$ cat src/rtl/mem_arb_pkg.sv
// Shared types for the matrix RAM arbiter: requester ids, FSM states,
// read tag format and small id helpers used by the arbiter and tag pipe.
package mem_arb_pkg;

   localparam int NUM_REQ = 3;

   typedef logic [1:0] req_id_t;

   localparam req_id_t REQ_IN   = 2'd0;
   localparam req_id_t REQ_DISP = 2'd1;
   localparam req_id_t REQ_CALC = 2'd2;
   localparam req_id_t REQ_NONE = 2'd3;

   typedef enum logic {
      ARB    = 1'b0,
      LOCKED = 1'b1
   } arb_state_e;

   typedef struct packed {
      logic    vld;
      req_id_t id;
   } rd_tag_t;

   function automatic req_id_t rr_next(input req_id_t id);
      return (id == REQ_CALC) ? REQ_IN : req_id_t'(id + 2'd1);
   endfunction

   function automatic logic [NUM_REQ-1:0] id_onehot(input req_id_t id);
      logic [NUM_REQ-1:0] oh;
      oh = '0;
      case (id)
         REQ_IN:   oh = 3'b001;
         REQ_DISP: oh = 3'b010;
         REQ_CALC: oh = 3'b100;
         default:  oh = 3'b000;
      endcase
      return oh;
   endfunction

endpackage

$ cat src/rtl/matrix_mem_arbiter_if.sv
// Bundle of the three requester ports, the RAM port and status outputs.
// slave: arbiter side; master: requesters + RAM + observer side.
interface matrix_mem_arbiter_if
   import mem_arb_pkg::*;
#(
   parameter int ADDR_W = 8,
   parameter int DATA_W = 32
);
   logic              req_in, req_disp, req_calc;
   logic              we_in, we_disp, we_calc;
   logic [ADDR_W-1:0] addr_in, addr_disp, addr_calc;
   logic [DATA_W-1:0] wdata_in, wdata_calc;
   logic              lock_in, lock_disp, lock_calc;
   logic              gnt_in, gnt_disp, gnt_calc;
   logic              rvalid_in, rvalid_disp, rvalid_calc;
   logic [DATA_W-1:0] rdata;
   logic              mem_en, mem_we;
   logic [ADDR_W-1:0] mem_addr;
   logic [DATA_W-1:0] mem_wdata;
   logic [DATA_W-1:0] mem_rdata;
   logic              err_oor, err_lock_to;
   req_id_t           arb_owner;

   modport slave (
      input  req_in, req_disp, req_calc,
      input  we_in, we_disp, we_calc,
      input  addr_in, addr_disp, addr_calc,
      input  wdata_in, wdata_calc,
      input  lock_in, lock_disp, lock_calc,
      input  mem_rdata,
      output gnt_in, gnt_disp, gnt_calc,
      output rvalid_in, rvalid_disp, rvalid_calc,
      output rdata,
      output mem_en, mem_we, mem_addr, mem_wdata,
      output err_oor, err_lock_to, arb_owner
   );

   modport master (
      output req_in, req_disp, req_calc,
      output we_in, we_disp, we_calc,
      output addr_in, addr_disp, addr_calc,
      output wdata_in, wdata_calc,
      output lock_in, lock_disp, lock_calc,
      output mem_rdata,
      input  gnt_in, gnt_disp, gnt_calc,
      input  rvalid_in, rvalid_disp, rvalid_calc,
      input  rdata,
      input  mem_en, mem_we, mem_addr, mem_wdata,
      input  err_oor, err_lock_to, arb_owner
   );

endinterface

$ cat src/rtl/mem_arb_rd_tag_pipe.sv
// Read tag shift register, RD_LAT+1 deep; on exit registers RAM data
// into rdata and pulses the one-hot rvalid of the originating requester.
module mem_arb_rd_tag_pipe
   import mem_arb_pkg::*;
#(
   parameter int RD_LAT = 1,
   parameter int DATA_W = 32
) (
   input  logic               clk,
   input  logic               rst_n,
   input  logic               push,
   input  req_id_t            push_id,
   input  logic [DATA_W-1:0]  mem_rdata,
   output logic [NUM_REQ-1:0] rvalid,
   output logic [DATA_W-1:0]  rdata
);

   rd_tag_t tag_q [RD_LAT+1];
   rd_tag_t tag_out;

   assign tag_out = tag_q[RD_LAT];

   always_ff @(posedge clk or negedge rst_n) begin
      if (!rst_n) begin
         for (int i = 0; i <= RD_LAT; i++) begin
            tag_q[i] <= '0;
         end
         rvalid <= '0;
         rdata  <= '0;
      end else begin
         tag_q[0] <= '{vld: push, id: push_id};
         for (int i = 1; i <= RD_LAT; i++) begin
            tag_q[i] <= tag_q[i-1];
         end
         rvalid <= tag_out.vld ? id_onehot(tag_out.id) : '0;
         if (tag_out.vld) begin
            rdata <= mem_rdata;
         end
      end
   end

endmodule

$ cat src/rtl/matrix_mem_arbiter.sv
// Round-robin arbiter with burst lock for the shared matrix RAM.
// Ports: clk, rst_n, bus (slave: requesters, RAM port, status).
module matrix_mem_arbiter
   import mem_arb_pkg::*;
#(
   parameter int ADDR_W    = 8,
   parameter int DATA_W    = 32,
   parameter int MEM_DEPTH = 256,
   parameter int RD_LAT    = 1,
   parameter int LOCK_MAX  = 1023
) (
   input logic                  clk,
   input logic                  rst_n,
   matrix_mem_arbiter_if.slave  bus
);

   localparam int CNT_W = $clog2(LOCK_MAX + 1);

   logic [NUM_REQ-1:0] req, lock;

   arb_state_e         state_q, state_d;
   req_id_t            rr_q, rr_d;
   req_id_t            owner_q, owner_d;
   logic [CNT_W-1:0]   cnt_q, cnt_d;
   logic [NUM_REQ-1:0] blk_q, blk_d;
   req_id_t            sel, cand, gnt_id;
   logic               to_d;

   logic [NUM_REQ-1:0] gnt_q, gnt_d;
   logic               en_q, en_d;
   logic               we_q, we_d;
   logic [ADDR_W-1:0]  addr_q, addr_d;
   logic [DATA_W-1:0]  wdata_q, wdata_d;
   logic               oor_q, oor_d;
   logic               to_q;
   logic               push;

   logic [ADDR_W-1:0]  sel_addr;
   logic [DATA_W-1:0]  sel_wdata;
   logic               sel_we;

   logic [NUM_REQ-1:0] rvalid;
   logic               unused_we_disp;

   // display only reads; its write enable is intentionally dropped
   assign unused_we_disp = bus.we_disp;

   assign req  = {bus.req_calc, bus.req_disp, bus.req_in};
   assign lock = {bus.lock_calc, bus.lock_disp, bus.lock_in};

   always_ff @(posedge clk or negedge rst_n) begin
      if (!rst_n) begin
         state_q <= ARB;
         rr_q    <= REQ_IN;
         owner_q <= REQ_NONE;
         cnt_q   <= '0;
         blk_q   <= '0;
         gnt_q   <= '0;
         en_q    <= 1'b0;
         we_q    <= 1'b0;
         addr_q  <= '0;
         wdata_q <= '0;
         oor_q   <= 1'b0;
         to_q    <= 1'b0;
      end else begin
         state_q <= state_d;
         rr_q    <= rr_d;
         owner_q <= owner_d;
         cnt_q   <= cnt_d;
         blk_q   <= blk_d;
         gnt_q   <= gnt_d;
         en_q    <= en_d;
         we_q    <= we_d;
         addr_q  <= addr_d;
         wdata_q <= wdata_d;
         oor_q   <= oor_d;
         to_q    <= to_d;
      end
   end

   always_comb begin
      state_d = state_q;
      rr_d    = rr_q;
      owner_d = owner_q;
      cnt_d   = cnt_q;
      // a timed-out owner may relock only after dropping lock once
      blk_d   = blk_q & lock;
      to_d    = 1'b0;
      gnt_id  = REQ_NONE;
      sel     = REQ_NONE;
      cand    = rr_q;
      for (int k = 0; k < NUM_REQ; k++) begin
         if (sel == REQ_NONE && |(req & id_onehot(cand))) begin
            sel = cand;
         end
         cand = rr_next(cand);
      end
      unique case (state_q)
         ARB: begin
            if (sel != REQ_NONE) begin
               gnt_id = sel;
               rr_d   = rr_next(sel);
               if (|(lock & ~blk_q & id_onehot(sel))) begin
                  state_d = LOCKED;
                  owner_d = sel;
                  cnt_d   = '0;
               end
            end
         end
         LOCKED: begin
            if (|(req & id_onehot(owner_q))) begin
               gnt_id = owner_q;
            end
            cnt_d = cnt_q + 1'b1;
            if (!(|(lock & id_onehot(owner_q)))) begin
               state_d = ARB;
               owner_d = REQ_NONE;
            end else if (cnt_q == CNT_W'(LOCK_MAX)) begin
               state_d = ARB;
               owner_d = REQ_NONE;
               to_d    = 1'b1;
               blk_d   = blk_d | id_onehot(owner_q);
            end
         end
         default: begin
            state_d = ARB;
         end
      endcase
   end

   always_comb begin
      sel_addr  = '0;
      sel_wdata = '0;
      sel_we    = 1'b0;
      unique case (gnt_id)
         REQ_IN: begin
            sel_addr  = bus.addr_in;
            sel_wdata = bus.wdata_in;
            sel_we    = bus.we_in;
         end
         REQ_DISP: begin
            sel_addr  = bus.addr_disp;
         end
         REQ_CALC: begin
            sel_addr  = bus.addr_calc;
            sel_wdata = bus.wdata_calc;
            sel_we    = bus.we_calc;
         end
         default: begin
            sel_addr  = '0;
         end
      endcase
      gnt_d   = id_onehot(gnt_id);
      oor_d   = (gnt_id != REQ_NONE) &&
                (32'(sel_addr) >= MEM_DEPTH);
      en_d    = (gnt_id != REQ_NONE) && !oor_d;
      we_d    = en_d && sel_we;
      addr_d  = en_d ? sel_addr : addr_q;
      wdata_d = we_d ? sel_wdata : wdata_q;
      push    = en_d && !sel_we;
   end

   mem_arb_rd_tag_pipe #(
      .RD_LAT (RD_LAT),
      .DATA_W (DATA_W)
   ) u_tag_pipe (
      .clk       (clk),
      .rst_n     (rst_n),
      .push      (push),
      .push_id   (gnt_id),
      .mem_rdata (bus.mem_rdata),
      .rvalid    (rvalid),
      .rdata     (bus.rdata)
   );

   assign bus.gnt_in      = gnt_q[0];
   assign bus.gnt_disp    = gnt_q[1];
   assign bus.gnt_calc    = gnt_q[2];
   assign bus.rvalid_in   = rvalid[0];
   assign bus.rvalid_disp = rvalid[1];
   assign bus.rvalid_calc = rvalid[2];
   assign bus.mem_en      = en_q;
   assign bus.mem_we      = we_q;
   assign bus.mem_addr    = addr_q;
   assign bus.mem_wdata   = wdata_q;
   assign bus.err_oor     = oor_q;
   assign bus.err_lock_to = to_q;
   assign bus.arb_owner   = owner_q;

endmodule

$ cat src/flat_wrapper.sv
// flat-port wrapper written by rule: the top's interface ports become plain ports
module matrix_mem_arbiter_flat import mem_arb_pkg::*;
#(
   parameter int ADDR_W    = 8,
   parameter int DATA_W    = 32,
   parameter int MEM_DEPTH = 256,
   parameter int RD_LAT    = 1,
   parameter int LOCK_MAX  = 1023
)
  (clk, rst_n, bus_req_in, bus_req_disp, bus_req_calc, bus_we_in, bus_we_disp, bus_we_calc, bus_addr_in, bus_addr_disp, bus_addr_calc, bus_wdata_in, bus_wdata_calc, bus_lock_in, bus_lock_disp, bus_lock_calc, bus_mem_rdata, bus_gnt_in, bus_gnt_disp, bus_gnt_calc, bus_rvalid_in, bus_rvalid_disp, bus_rvalid_calc, bus_rdata, bus_mem_en, bus_mem_we, bus_mem_addr, bus_mem_wdata, bus_err_oor, bus_err_lock_to, bus_arb_owner);
  matrix_mem_arbiter_if #(.ADDR_W(ADDR_W), .DATA_W(DATA_W)) bus_i ();
  input logic clk;
  input logic rst_n;
  input wire logic [$bits(bus_i.req_in)-1:0] bus_req_in;
  input wire logic [$bits(bus_i.req_disp)-1:0] bus_req_disp;
  input wire logic [$bits(bus_i.req_calc)-1:0] bus_req_calc;
  input wire logic [$bits(bus_i.we_in)-1:0] bus_we_in;
  input wire logic [$bits(bus_i.we_disp)-1:0] bus_we_disp;
  input wire logic [$bits(bus_i.we_calc)-1:0] bus_we_calc;
  input wire logic [$bits(bus_i.addr_in)-1:0] bus_addr_in;
  input wire logic [$bits(bus_i.addr_disp)-1:0] bus_addr_disp;
  input wire logic [$bits(bus_i.addr_calc)-1:0] bus_addr_calc;
  input wire logic [$bits(bus_i.wdata_in)-1:0] bus_wdata_in;
  input wire logic [$bits(bus_i.wdata_calc)-1:0] bus_wdata_calc;
  input wire logic [$bits(bus_i.lock_in)-1:0] bus_lock_in;
  input wire logic [$bits(bus_i.lock_disp)-1:0] bus_lock_disp;
  input wire logic [$bits(bus_i.lock_calc)-1:0] bus_lock_calc;
  input wire logic [$bits(bus_i.mem_rdata)-1:0] bus_mem_rdata;
  output wire logic [$bits(bus_i.gnt_in)-1:0] bus_gnt_in;
  output wire logic [$bits(bus_i.gnt_disp)-1:0] bus_gnt_disp;
  output wire logic [$bits(bus_i.gnt_calc)-1:0] bus_gnt_calc;
  output wire logic [$bits(bus_i.rvalid_in)-1:0] bus_rvalid_in;
  output wire logic [$bits(bus_i.rvalid_disp)-1:0] bus_rvalid_disp;
  output wire logic [$bits(bus_i.rvalid_calc)-1:0] bus_rvalid_calc;
  output wire logic [$bits(bus_i.rdata)-1:0] bus_rdata;
  output wire logic [$bits(bus_i.mem_en)-1:0] bus_mem_en;
  output wire logic [$bits(bus_i.mem_we)-1:0] bus_mem_we;
  output wire logic [$bits(bus_i.mem_addr)-1:0] bus_mem_addr;
  output wire logic [$bits(bus_i.mem_wdata)-1:0] bus_mem_wdata;
  output wire logic [$bits(bus_i.err_oor)-1:0] bus_err_oor;
  output wire logic [$bits(bus_i.err_lock_to)-1:0] bus_err_lock_to;
  output wire logic [$bits(bus_i.arb_owner)-1:0] bus_arb_owner;
  assign bus_i.req_in = bus_req_in;
  assign bus_i.req_disp = bus_req_disp;
  assign bus_i.req_calc = bus_req_calc;
  assign bus_i.we_in = bus_we_in;
  assign bus_i.we_disp = bus_we_disp;
  assign bus_i.we_calc = bus_we_calc;
  assign bus_i.addr_in = bus_addr_in;
  assign bus_i.addr_disp = bus_addr_disp;
  assign bus_i.addr_calc = bus_addr_calc;
  assign bus_i.wdata_in = bus_wdata_in;
  assign bus_i.wdata_calc = bus_wdata_calc;
  assign bus_i.lock_in = bus_lock_in;
  assign bus_i.lock_disp = bus_lock_disp;
  assign bus_i.lock_calc = bus_lock_calc;
  assign bus_i.mem_rdata = bus_mem_rdata;
  assign bus_gnt_in = bus_i.gnt_in;
  assign bus_gnt_disp = bus_i.gnt_disp;
  assign bus_gnt_calc = bus_i.gnt_calc;
  assign bus_rvalid_in = bus_i.rvalid_in;
  assign bus_rvalid_disp = bus_i.rvalid_disp;
  assign bus_rvalid_calc = bus_i.rvalid_calc;
  assign bus_rdata = bus_i.rdata;
  assign bus_mem_en = bus_i.mem_en;
  assign bus_mem_we = bus_i.mem_we;
  assign bus_mem_addr = bus_i.mem_addr;
  assign bus_mem_wdata = bus_i.mem_wdata;
  assign bus_err_oor = bus_i.err_oor;
  assign bus_err_lock_to = bus_i.err_lock_to;
  assign bus_arb_owner = bus_i.arb_owner;
  matrix_mem_arbiter #(.ADDR_W(ADDR_W), .DATA_W(DATA_W), .MEM_DEPTH(MEM_DEPTH), .RD_LAT(RD_LAT), .LOCK_MAX(LOCK_MAX)) u_core (.clk(clk), .rst_n(rst_n), .bus(bus_i));
endmodule
$ cat config.mk
export PLATFORM = sky130hd
export DESIGN_NAME = matrix_mem_arbiter_flat
export DESIGN_NICKNAME = d
export VERILOG_FILES = /design/src/rtl/mem_arb_pkg.sv /design/src/rtl/matrix_mem_arbiter_if.sv /design/src/rtl/mem_arb_rd_tag_pipe.sv /design/src/rtl/matrix_mem_arbiter.sv /design/src/flat_wrapper.sv
export SDC_FILE = /design/constraint.sdc
export NUM_CORES = 1
export LEC_CHECK = 0
export BUFFER_PORTS_ARGS = -buffer_cell sky130_fd_sc_hd__buf_2
export CORE_MARGIN = 2
export CORE_UTILIZATION = 30
export CTS_CLUSTER_DIAMETER = 100
export DETAILED_ROUTE_END_ITERATION = 12
export GPL_TIMING_DRIVEN = 1
export HOLD_SLACK_MARGIN = 0.08
export PLACE_DENSITY = 0.6
export REMOVE_ABC_BUFFERS = 1
export SETUP_SLACK_MARGIN = 0.5
export SLEW_MARGIN = 40
export SYNTH_ARGS = -nofsm -noshare
export SYNTH_HDL_FRONTEND = slang
export SYNTH_HIERARCHICAL = 1
export SYNTH_SLANG_ARGS = --single-unit
$ cat constraint.sdc
create_clock -name clk -period 2.2 [get_ports clk]
set_input_delay 0.66 -clock clk [delete_from_list [all_inputs] [get_ports clk]]
set_output_delay 0.66 -clock clk [all_outputs]
set_load 0.01 [all_outputs]
==> results.md, run 1 <==
- CP Class: reg -> reg
- Pre-CTS setup slack: -0.1611 ns
- R2r setup slk: 0.17 ns
- Num CTS Buffers: 9
- Antenna-violating nets left: 0
- CTS tree: done
- Post-layout min period: 2.035 ns
- Cells after Synth: 430
- Top delay family on crit path: simple AND/OR/NAND/NOR gates
- Largest net degree at the start of global routing: 41
- Max FO, Critical Path: 32
- Crit-path cells: and3b_2, or3_4, o221ai_4, nor2_2, buf_12, a222oi_1
- Full die area: 17,520 um^2
- Internal power: 5.714 mW
- Num rows: 46
- Combinational Power Share: 44.8%
- Pleak: 3.643 nW
- Final period util: 92.48%
- Most frequent cells in the layout: buf_2 (209), dfrtp_1 (101), inv_1 (100)
- Slowest CP cell: dfrtp_2
- Post-placement cell area: 6321 um^2
- Max-slew violations: 0
- RR Endpoint: u_core/bus.mem_wdata[29]
- Final setup viols: 0
- Clock Power Share: 18.0%
- Worst vdd ir: 0.4359 mV
- Buffers & Inverters on Critical Path: 1
- Worst skew pair latency: 0.34 ns
- Commonest non-fill, non-tap cell in the layout: buf_2
- Clock skew: 0.005538 ns
- Seq/Total Area, Yosys: 53.20%
- Placer congestion estimate: 0.8229
- DR WL/cell: 14.61 um
- RSZ-0062 raised after global routing: yes
- CTS Buffer Depth: 2
- Initial core utilization: 30.90%
- Primary FF master, synth: dfrtp_1
- Final Worst Setup Slack: 0.1654 ns
- GRT Util Overall: 14.64%
- I/O pins: 215
- Final Hold Fails: 0
- Initial antenna violation count: 0
- Layout cells sized above 1: 47.81%
- Post-synthesis async set-or-reset flop share: 100.0%
- Max_cap viols: 0
- Port buffer count: 212
- CP Capture Type: flip-flop
- Layout Nets: 790
- Netlist cell types: 57
- Synth warn: 6
- Pwr dens: 1319 nW/um^2
- Switching power: 3.255 mW
- Final instance area: 6802 um^2
- Outcome: complete, no violations
- FILL cells: 1,556
- Global-route wire length before repair: 20.87 mm
- Core area: 16,000 um^2
- Hold/Removal Path Class: in -> async
- Grt total ovfl: 0
- Clk sink count: 105
- Die height: 132.4 um
- F_max: 491.5 MHz
- Number of synthesized flops with an enable pin: 0
- Vias in the first global route: 4,214
- Slowest Stage Delay on Critical Path: 0.45 ns
- Worst reg2reg path depth: 6
- Reg2reg start: u_core/rr_q[1]
- Clock transition at path regs: 0.07 ns
- Crit path depth: 6
- Via-per-instance ratio: 4.608
- Total number of vias: 4,050
- Startpoint Class: flip-flop
- Pre-antenna DRT Iters: 8
- Arrival time worst endpoint: 2.26 ns
- Die Span X: 132.4 um
- Routed wire length: 12.84 mm
- Max H-tree Level: 3
- Sw Share: 36.29%
- Post-synthesis instance area: 4943 um^2
- Power Total: 8.969 mW
- Clk root buf: clkbuf_16
- Slew @ Worst Pin: 0.5758 ns
- DRC Markers: 0
- Area Overhead vs Synth: 37.59%
- Detail Placement HPWL: 9.217 mm
- Starting DRT DRC Count: 346
- N_diodes: 0
- Mapped Avg Cell Area: 11.50 um^2
- CP Data Required Time: 2.43 ns
- Sequential power share: 37.2%
- Max transition margin: 61.61%
- Seq cells post-synth: 105
## power by group through the flow
stage	clock [mW]	sequential [mW]	combinational [mW]
after floorplan	0	3.73	1.75
after global placement	0	3.35	3.71
after detailed placement	0	3.38	3.82
after CTS	1.69	3.34	3.94
after global routing	1.76	3.46	4.38
final	1.61	3.34	4.02
## Yosys cell counts (3+ instances only)
master | number | share of area, %
mux2i_1 | 12 | 2.4
and3b_1 | 3 | 0.53
dfrtp_1 | 103 | 52
o22ai_1 | 8 | 1.0
nor3_1 | 3 | 0.30
nand3_1 | 8 | 0.81
a21oi_1 | 10 | 1.0
buf_2 | 6 | 0.61
nand2_1 | 15 | 1.1
and2_1 | 8 | 1.0
xor2_1 | 3 | 0.53
mux2_4 | 27 | 8.2
clkbuf_1 | 6 | 0.46
inv_1 | 100 | 7.6
nor2b_1 | 4 | 0.51
a211oi_1 | 8 | 1.2
mux2_2 | 6 | 1.4
nor2_1 | 10 | 0.76
a222oi_1 | 32 | 6.5
xnor2_1 | 5 | 0.89
buf_6 | 9 | 2.1
## cell type report
cell class              instances  area (um^2)  area share [%]
clock inverters                 6        67.56          0.9934
clock buffers                  10        229.0           3.366
flip-flops and latches        105         2633           38.70
repair buffers                243         1394           20.49
multi-input cells             198         1829           26.89
inverters                     101        379.1           5.574
well taps                     216        270.3           3.974
## through the flow
step | setup TNS [ns] | util [%] | cells | hold WS (ns)
6_report | 0 | 42.51 | 879 | 0.2585
4_1_cts | 0 | 41.79 | 878 | 0.2519
3_5_place_dp | -3.849 | 39.51 | 857 | 0.3386
3_3_place_gp | -2.213 | 39.51 | 857 | 0.3438
2_1_floorplan | -47.08 | - | 404 | 0.3312
5_1_grt | 0 | 42.51 | 879 | 0.2809
## worst max path at each step
stage	start	to
2_1_floorplan	bus_req_calc	u_core/bus.mem_wdata[0]
3_3_place_gp	bus_req_calc	u_core/bus.mem_wdata[29]
3_5_place_dp	bus_req_calc	u_core/bus.mem_wdata[12]
4_1_cts	u_core/rr_q[1]	u_core/bus.mem_wdata[12]
5_1_grt	u_core/rr_q[1]	u_core/bus.mem_wdata[9]
6_report	u_core/rr_q[1]	u_core/bus.mem_wdata[29]
## flip-flops by register name (all words and copies together), names as in the netlist
| register | count |
|---|---|
| u_core/cnt_q | 10 |
| u_core/state_q | 1 |
| u_core/bus.mem_addr | 8 |
| u_core/bus.err_lock_to | 1 |
| u_core/blk_q | 3 |
| u_core/u_tag_pipe/rvalid | 3 |
| u_core/rr_q | 2 |
| u_core/bus.mem_en | 1 |
| u_core/u_tag_pipe/rdata | 32 |
| u_core/bus.mem_wdata | 32 |
| u_core/bus.arb_owner | 2 |
| u_core/bus.mem_we | 1 |
| u_core/u_tag_pipe/tag_q | 3 |
| u_core/u_tag_pipe/tag_out | 3 |
| u_core/gnt_q | 3 |
## what timing repair did
| item | CTS | global route |
|---|---|---|
| pin swaps | 3 | 7 |
| buffers inserted | 5 | 1 |
| setup endpoints to repair | 57 | 64 |
| hold buffers | 0 | 0 |
| gates resized for setup | 7 | 22 |
## cell families after synthesis
family	synth area share [%]
fa+ha+maj	0.2531
simple gates	7.188
xor+xnor	1.417
mux	12.00
other cells	0.07586
flops	53.20
buf+inv	12.00
compound gates	13.87
## metal layers
metal	vias to the layer above	wire length [um]	global-route usage [%]
met1	1942	5576	18.78
met4	0	264	5.795
li1	1912	-	-
met3	19	863	3.998
met5	-	0	0
met2	177	6136	23.49
Power figures use the tool's default switching activity.
==> run 2: changes to the inputs <==
==> constraint.sdc (replaced) <==
create_clock -name clk -period 2.2 [get_ports clk]
set_input_delay 0.66 -clock clk [delete_from_list [all_inputs] [get_ports clk]]
set_output_delay 0.66 -clock clk [all_outputs]
set_load 0.05 [all_outputs]
==> results.md, run 2 (same netlist as run 1, synthesis figures left out) <==
- Outcome: complete, no violations
- Max FO, Critical Path: 8 (-75%)
- I/O pins: 215 (unchanged)
- Startpoint Class: flip-flop
- Post-layout min period: 2.029 ns (-0.005203 ns)
- GRT Util Overall: 15.52% (+0.89 points)
- DR WL/cell: 15.90 um (+8.9%)
- Worst reg2reg path depth: 6 (unchanged)
- Pleak: 3.752 nW (+3.0%)
- Clock skew: 0.009269 ns (+0.003731 ns)
- Final Hold Fails: 0 (unchanged)
- Setup TNS: 0 ns (unchanged)
- Clock transition at path regs: 0.07 ns (about the same)
- Max_cap viols: 0 (unchanged)
- Max H-tree Level: 3 (unchanged)
- RR Endpoint: u_core/bus.mem_wdata[22]
- Largest net degree at the start of global routing: 41 (unchanged)
- CP Capture Type: flip-flop
- Detail Placement HPWL: 9.143 mm (-0.80%)
- CTS tree: done
- Power Total: 11.76 mW (+31%)
- Clk sink count: 105 (unchanged)
- Final instance area: 7066 um^2 (+3.9%)
- Final period util: 92.24% (-0.24 points)
- Reg2reg start: u_core/rr_q[1]
- Antenna-violating nets left: 0 (unchanged)
- Grt total ovfl: 0 (unchanged)
- Initial core utilization: 30.90% (unchanged)
- Via-per-instance ratio: 4.689 (+1.8%)
- RSZ-0062 raised after global routing: yes
- Post-placement cell area: 6314 um^2 (-0.12%)
- Max-slew violations: 0 (unchanged)
- Num CTS Buffers: 9 (unchanged)
- Arrival time worst endpoint: 2.26 ns (about the same)
- Layout cells sized above 1: 50.52% (+2.7 points)
- Pre-CTS setup slack: -0.1501 ns (+0.01099 ns)
- F_max: 492.8 MHz (+0.26%)
- Pre-antenna DRT Iters: 8 (unchanged)
- CP Class: reg -> reg
- Starting DRT DRC Count: 308 (-11%)
- Routed wire length: 14.17 mm (+10%)
- Port buffer count: 212 (unchanged)
- Initial antenna violation count: 0 (unchanged)
- Slew @ Worst Pin: 0.5621 ns (-0.01367 ns)
- N_diodes: 0 (unchanged)
- Hold/Removal Path Class: in -> async
- Final setup viols: 0 (unchanged)
- Pwr dens: 1665 nW/um^2 (+26%)
- Worst vdd ir: 0.6139 mV (+41%)
- Final Worst Setup Slack: 0.1706 ns (+0.005203 ns)
- Placer congestion estimate: 0.8222 (about the same)
- Die Span X: 132.4 um (unchanged)
- CTS Buffer Depth: 2 (unchanged)
- DRC Markers: 0 (unchanged)
- R2r setup slk: 0.17 ns (about the same)
- Global-route wire length before repair: 21.85 mm (+4.7%)
- CP Data Required Time: 2.43 ns (about the same)
- Layout Nets: 802 (+1.5%)
- Minimum hold slack: 0.2561 ns (-0.002364 ns)
- Worst skew pair latency: 0.35 ns (about the same)
- Full die area: 17,520 um^2 (unchanged)
- Num rows: 46 (unchanged)
- Clk root buf: clkbuf_16
- Commonest non-fill, non-tap cell in the layout: buf_2
- Die height: 132.4 um (unchanged)
- Worst Setup SP: u_core/rr_q[1]
- Core area: 16,000 um^2 (unchanged)
- Max transition margin: 62.53% (+0.91 points)
- Total number of vias: 4,178 (+3.2%)
- Vias in the first global route: 4,311 (+2.3%)
- Most frequent cells in the layout: buf_2 (207), dfrtp_1 (100), inv_1 (99)
- Area Overhead vs Synth: 42.93%
- Post-CTS Hold Buffers: 0 (unchanged)
[run 2: cell type report]
class                   count  area, um^2
clock buffers              10       239.0
clock inverters             6       73.82
fillers                  1548        8935
inverters                 101       379.1
multi-input cells         201        1893
flip-flops and latches    105        2634
well taps                 216       270.3
repair buffers            252        1577
[run 2: routing by layer]
layer / wire (um) / vias to the layer above / global-route usage (%)
met5: 0 / - / 0
met4: 249 / 0 / 6.272
met3: 929 / 19 / 3.076
met2: 6885 / 179 / 25.53
met1: 6104 / 2027 / 20.09
li1: - / 1953 / -
[run 2: critical path, cell delays in order, from the launching register on]
cell	delay, ns
dfrtp_2	0.45
and3b_2	0.27
or3_4	0.35
o221ai_4	0.22
nor2_4	0.11
clkbuf_16	0.18
a222oi_1	0.33
[run 2: worst max-delay path by stage]
stage	to	slack, ns	cells past startpoint
4_1_cts	u_core/bus.mem_wdata[30]	0.16	6
6_report	u_core/bus.mem_wdata[22]	0.17	6
3_5_place_dp	u_core/bus.mem_wdata[30]	-0.15	7
5_1_grt	u_core/bus.mem_wdata[28]	0.09	8
2_1_floorplan	u_core/bus.mem_wdata[0]	-1.34	5
3_3_place_gp	u_core/bus.mem_wdata[29]	-0.08	7
[run 2: where the power goes]
part | switching, mW | total (mW) | internal (mW)
Sequential | 0.565 | 3.35 | 2.79
Combinational | 4.41 | 6.72 | 2.31
Clock | 0.763 | 1.69 | 0.929
[run 2: what timing repair did]
| action | in CTS | in global routing |
|---|---|---|
| setup buffers | 9 | 2 |
| pin swaps | 42 | 15 |
| endpoints found under the setup margin | 60 | 61 |
| resized for setup | 39 | 14 |
| cloned | 5 | 3 |
[run 2: stage by stage]
step	utilization (%)	std cells
3_5_place_dp	39.46	856
6_report	44.16	891
2_1_floorplan	-	404
3_3_place_gp	39.46	856
4_1_cts	43.29	886
5_1_grt	44.16	891
==> run 3: changes to the inputs <==
--- a/config.mk
+++ b/config.mk
@@ -9,6 +9,7 @@
 export CORE_MARGIN = 2
 export CORE_UTILIZATION = 30
 export CTS_CLUSTER_DIAMETER = 100
+export CTS_CLUSTER_SIZE = 20
 export DETAILED_ROUTE_END_ITERATION = 12
 export GPL_TIMING_DRIVEN = 1
 export HOLD_SLACK_MARGIN = 0.08
==> constraint.sdc (replaced) <==
create_clock -name clk -period 2.43 [get_ports clk]
set_input_delay 0.729 -clock clk [delete_from_list [all_inputs] [get_ports clk]]
set_output_delay 0.729 -clock clk [all_outputs]
set_load 0.05 [all_outputs]
==> results.md, run 3 (same netlist as run 1, synthesis figures left out) <==
- RR Endpoint: u_core/bus.mem_wdata[16]
- Grt total ovfl: 0 (unchanged)
- CP Class: in -> reg
- CTS Buffer Depth: 2 (unchanged)
- Post-CTS Hold Buffers: 0 (unchanged)
- CTS tree: done
- Port buffer count: 212 (unchanged)
- Pwr dens: 1509 nW/um^2 (-9.4%)
- Arrival time worst endpoint: 2.26 ns (about the same)
- Starting DRT DRC Count: 372 (+21%)
- Final instance area: 6929 um^2 (-1.9%)
- CP Capture Type: flip-flop
- Clock transition at path regs: 0.07 ns (about the same)
- RSZ-0062 raised after global routing: yes
- Layout Nets: 796 (-0.75%)
- Clock skew: 0.007314 ns (-0.001955 ns)
- Pleak: 3.705 nW (-1.2%)
- Reg2reg start: u_core/rr_q[1]
- Total number of vias: 4,164 (-0.34%)
- Initial core utilization: 30.90% (unchanged)
- DRC Markers: 0 (unchanged)
- Die height: 132.4 um (unchanged)
- DR WL/cell: 16.18 um (+1.7%)
- Slew @ Worst Pin: 0.5361 ns (-0.02604 ns)
- Buffers & Inverters on Critical Path: 2 (+1)
- Max transition margin: 64.26% (+1.7 points)
- Clk sink count: 105 (unchanged)
- Max FO, Critical Path: 8 (unchanged)
- GRT Util Overall: 15.60% (+0.077 points)
- Pre-antenna DRT Iters: 9 (+1)
- Full die area: 17,520 um^2 (unchanged)
- Num CTS Buffers: 9 (unchanged)
- Max_cap viols: 0 (unchanged)
- Outcome: complete, no violations
- Area Overhead vs Synth: 40.17%
- Critical Path Most Common Cell: buf_6
- Die Span X: 132.4 um (unchanged)
- Placer congestion estimate: 0.8240 (+0.22%)
- Final setup viols: 0 (unchanged)
- Slowest Stage Delay on Critical Path: 0.41 ns (-0.04 ns)
- Final period util: 84.04%
- Final Hold Fails: 0 (unchanged)
- Crit-path cells: buf_6, nor4bb_4, or3_4, o221ai_4, nor2_4, buf_6, a222oi_1
- Post-placement cell area: 6248 um^2 (-1.0%)
- Max-slew violations: 0 (unchanged)
- Vias in the first global route: 4,280 (-0.72%)
- Most frequent cells in the layout: buf_2 (206), dfrtp_1 (100), inv_1 (99)
- Final Worst Setup Slack: 0.3879 ns (+0.2173 ns)
- Routed wire length: 14.30 mm (+0.95%)
- Global-route wire length before repair: 21.91 mm (+0.28%)
- Clk root buf: clkbuf_16
- Worst reg2reg path depth: 6 (unchanged)
- Core area: 16,000 um^2 (unchanged)
- Via-per-instance ratio: 4.710 (+0.45%)
- Post-layout min period: 2.042 ns
- Largest net degree at the start of global routing: 40 (-2.4%)
- Slowest CP cell: or3_4
- F_max: 489.7 MHz
- Commonest non-fill, non-tap cell in the layout: buf_2
- Worst skew pair latency: 0.35 ns (about the same)
- Max H-tree Level: 3 (unchanged)
- Startpoint Class: input port
- Worst vdd ir: 0.6937 mV (+13%)
- Hold/Removal Path Class: in -> async
- Pre-CTS setup slack: -0.004144 ns (+0.1460 ns)
- Detail Placement HPWL: 9.309 mm (+1.8%)
- Num rows: 46 (unchanged)
- I/O pins: 215 (unchanged)
- Layout cells sized above 1: 48.20% (-2.3 points)
- Top delay family on crit path: simple AND/OR/NAND/NOR gates
- Antenna-violating nets left: 0 (unchanged)
- Initial antenna violation count: 0 (unchanged)
- R2r setup slk: 0.39 ns (+0.22 ns)
- CP Data Required Time: 2.65 ns (+0.22 ns)
- N_diodes: 0 (unchanged)
-- run 3: changes by cell type in the layout (fill, tap and decap cells not counted), moves of 2 or more --
cell        previous run  this run
a211oi_1               1         6
a211oi_2               7         2
a21o_4                 2         5
buf_6                  8         5
a21o_2                 2         0
buf_4                 24        22
buf_8                  3         1
clkinv_2               0         2
clkinvlp_4             2         0
nand2_2                0         2
nor3_1                 1         3
nor3_2                 2         0
-- run 3: stage by stage --
stage	utilization [%]	hold slack (ns)	power, mW	TNS, ns	cells
global route	43.31	0.3703	10.98	0	884
CTS	42.45	0.3504	10.38	0	878
floorplan	-	0.3312	6.969	-39.90	404
detailed placement	39.05	0.3347	8.470	-0.007718	849
global placement	39.05	0.3434	8.341	0	849
finish	43.31	0.3490	10.45	0	884
-- run 3: worst max path at each step --
stage | start | to | cells past startpoint
2_1_floorplan | bus_req_calc | u_core/bus.mem_wdata[0] | 5
3_3_place_gp | bus_req_calc | u_core/bus.mem_wdata[30] | 7
3_5_place_dp | bus_req_calc | u_core/bus.mem_wdata[7] | 7
4_1_cts | bus_req_calc | u_core/bus.mem_wdata[7] | 7
5_1_grt | u_core/rr_q[1] | u_core/bus.mem_wdata[10] | 6
6_report | bus_req_calc | u_core/bus.mem_wdata[16] | 7
-- run 3: where the power goes --
part / switching (mW) / leakage [nW] / total (mW) / internal [mW]
Combinational: 3.96 / 2.32 / 5.91 / 1.95
Sequential: 0.490 / 1.23 / 3.02 / 2.53
Clock: 0.629 / 0.153 / 1.53 / 0.898
-- run 3: metal layers --
metal  up-vias  share of wire (%)  track usage [%]
met3        16                7.5            3.499
li1       1952                  -                -
met5         -                  0                0
met4         0                1.7            6.153
met1      2016                 42            19.85
met2       180                 49            25.82
-- run 3: layout make-up --
type / count / area [um^2]
clock inverters: 5 / 78.83
multi-input cells: 203 / 1866
inverters: 101 / 379.1
repair buffers: 244 / 1473
flip-flops and latches: 105 / 2634
clock buffers: 10 / 229.0
well taps: 216 / 270.3
fillers: 1536 / 9071
-- run 3: worst reg2reg max path, cell delays in order, from the launching register on --
cell      delay [ns]
dfrtp_2         0.44
and3b_2         0.26
or3_4           0.35
o221ai_4        0.24
nor2_4          0.11
buf_6           0.17
a222oi_1        0.34
-- run 3: repair_timing --
action	CTS	global route
setup buffers	9	2
cloned	5	4
gates resized for setup	26	12
setup endpoints to repair	50	50
pin swaps	14	30
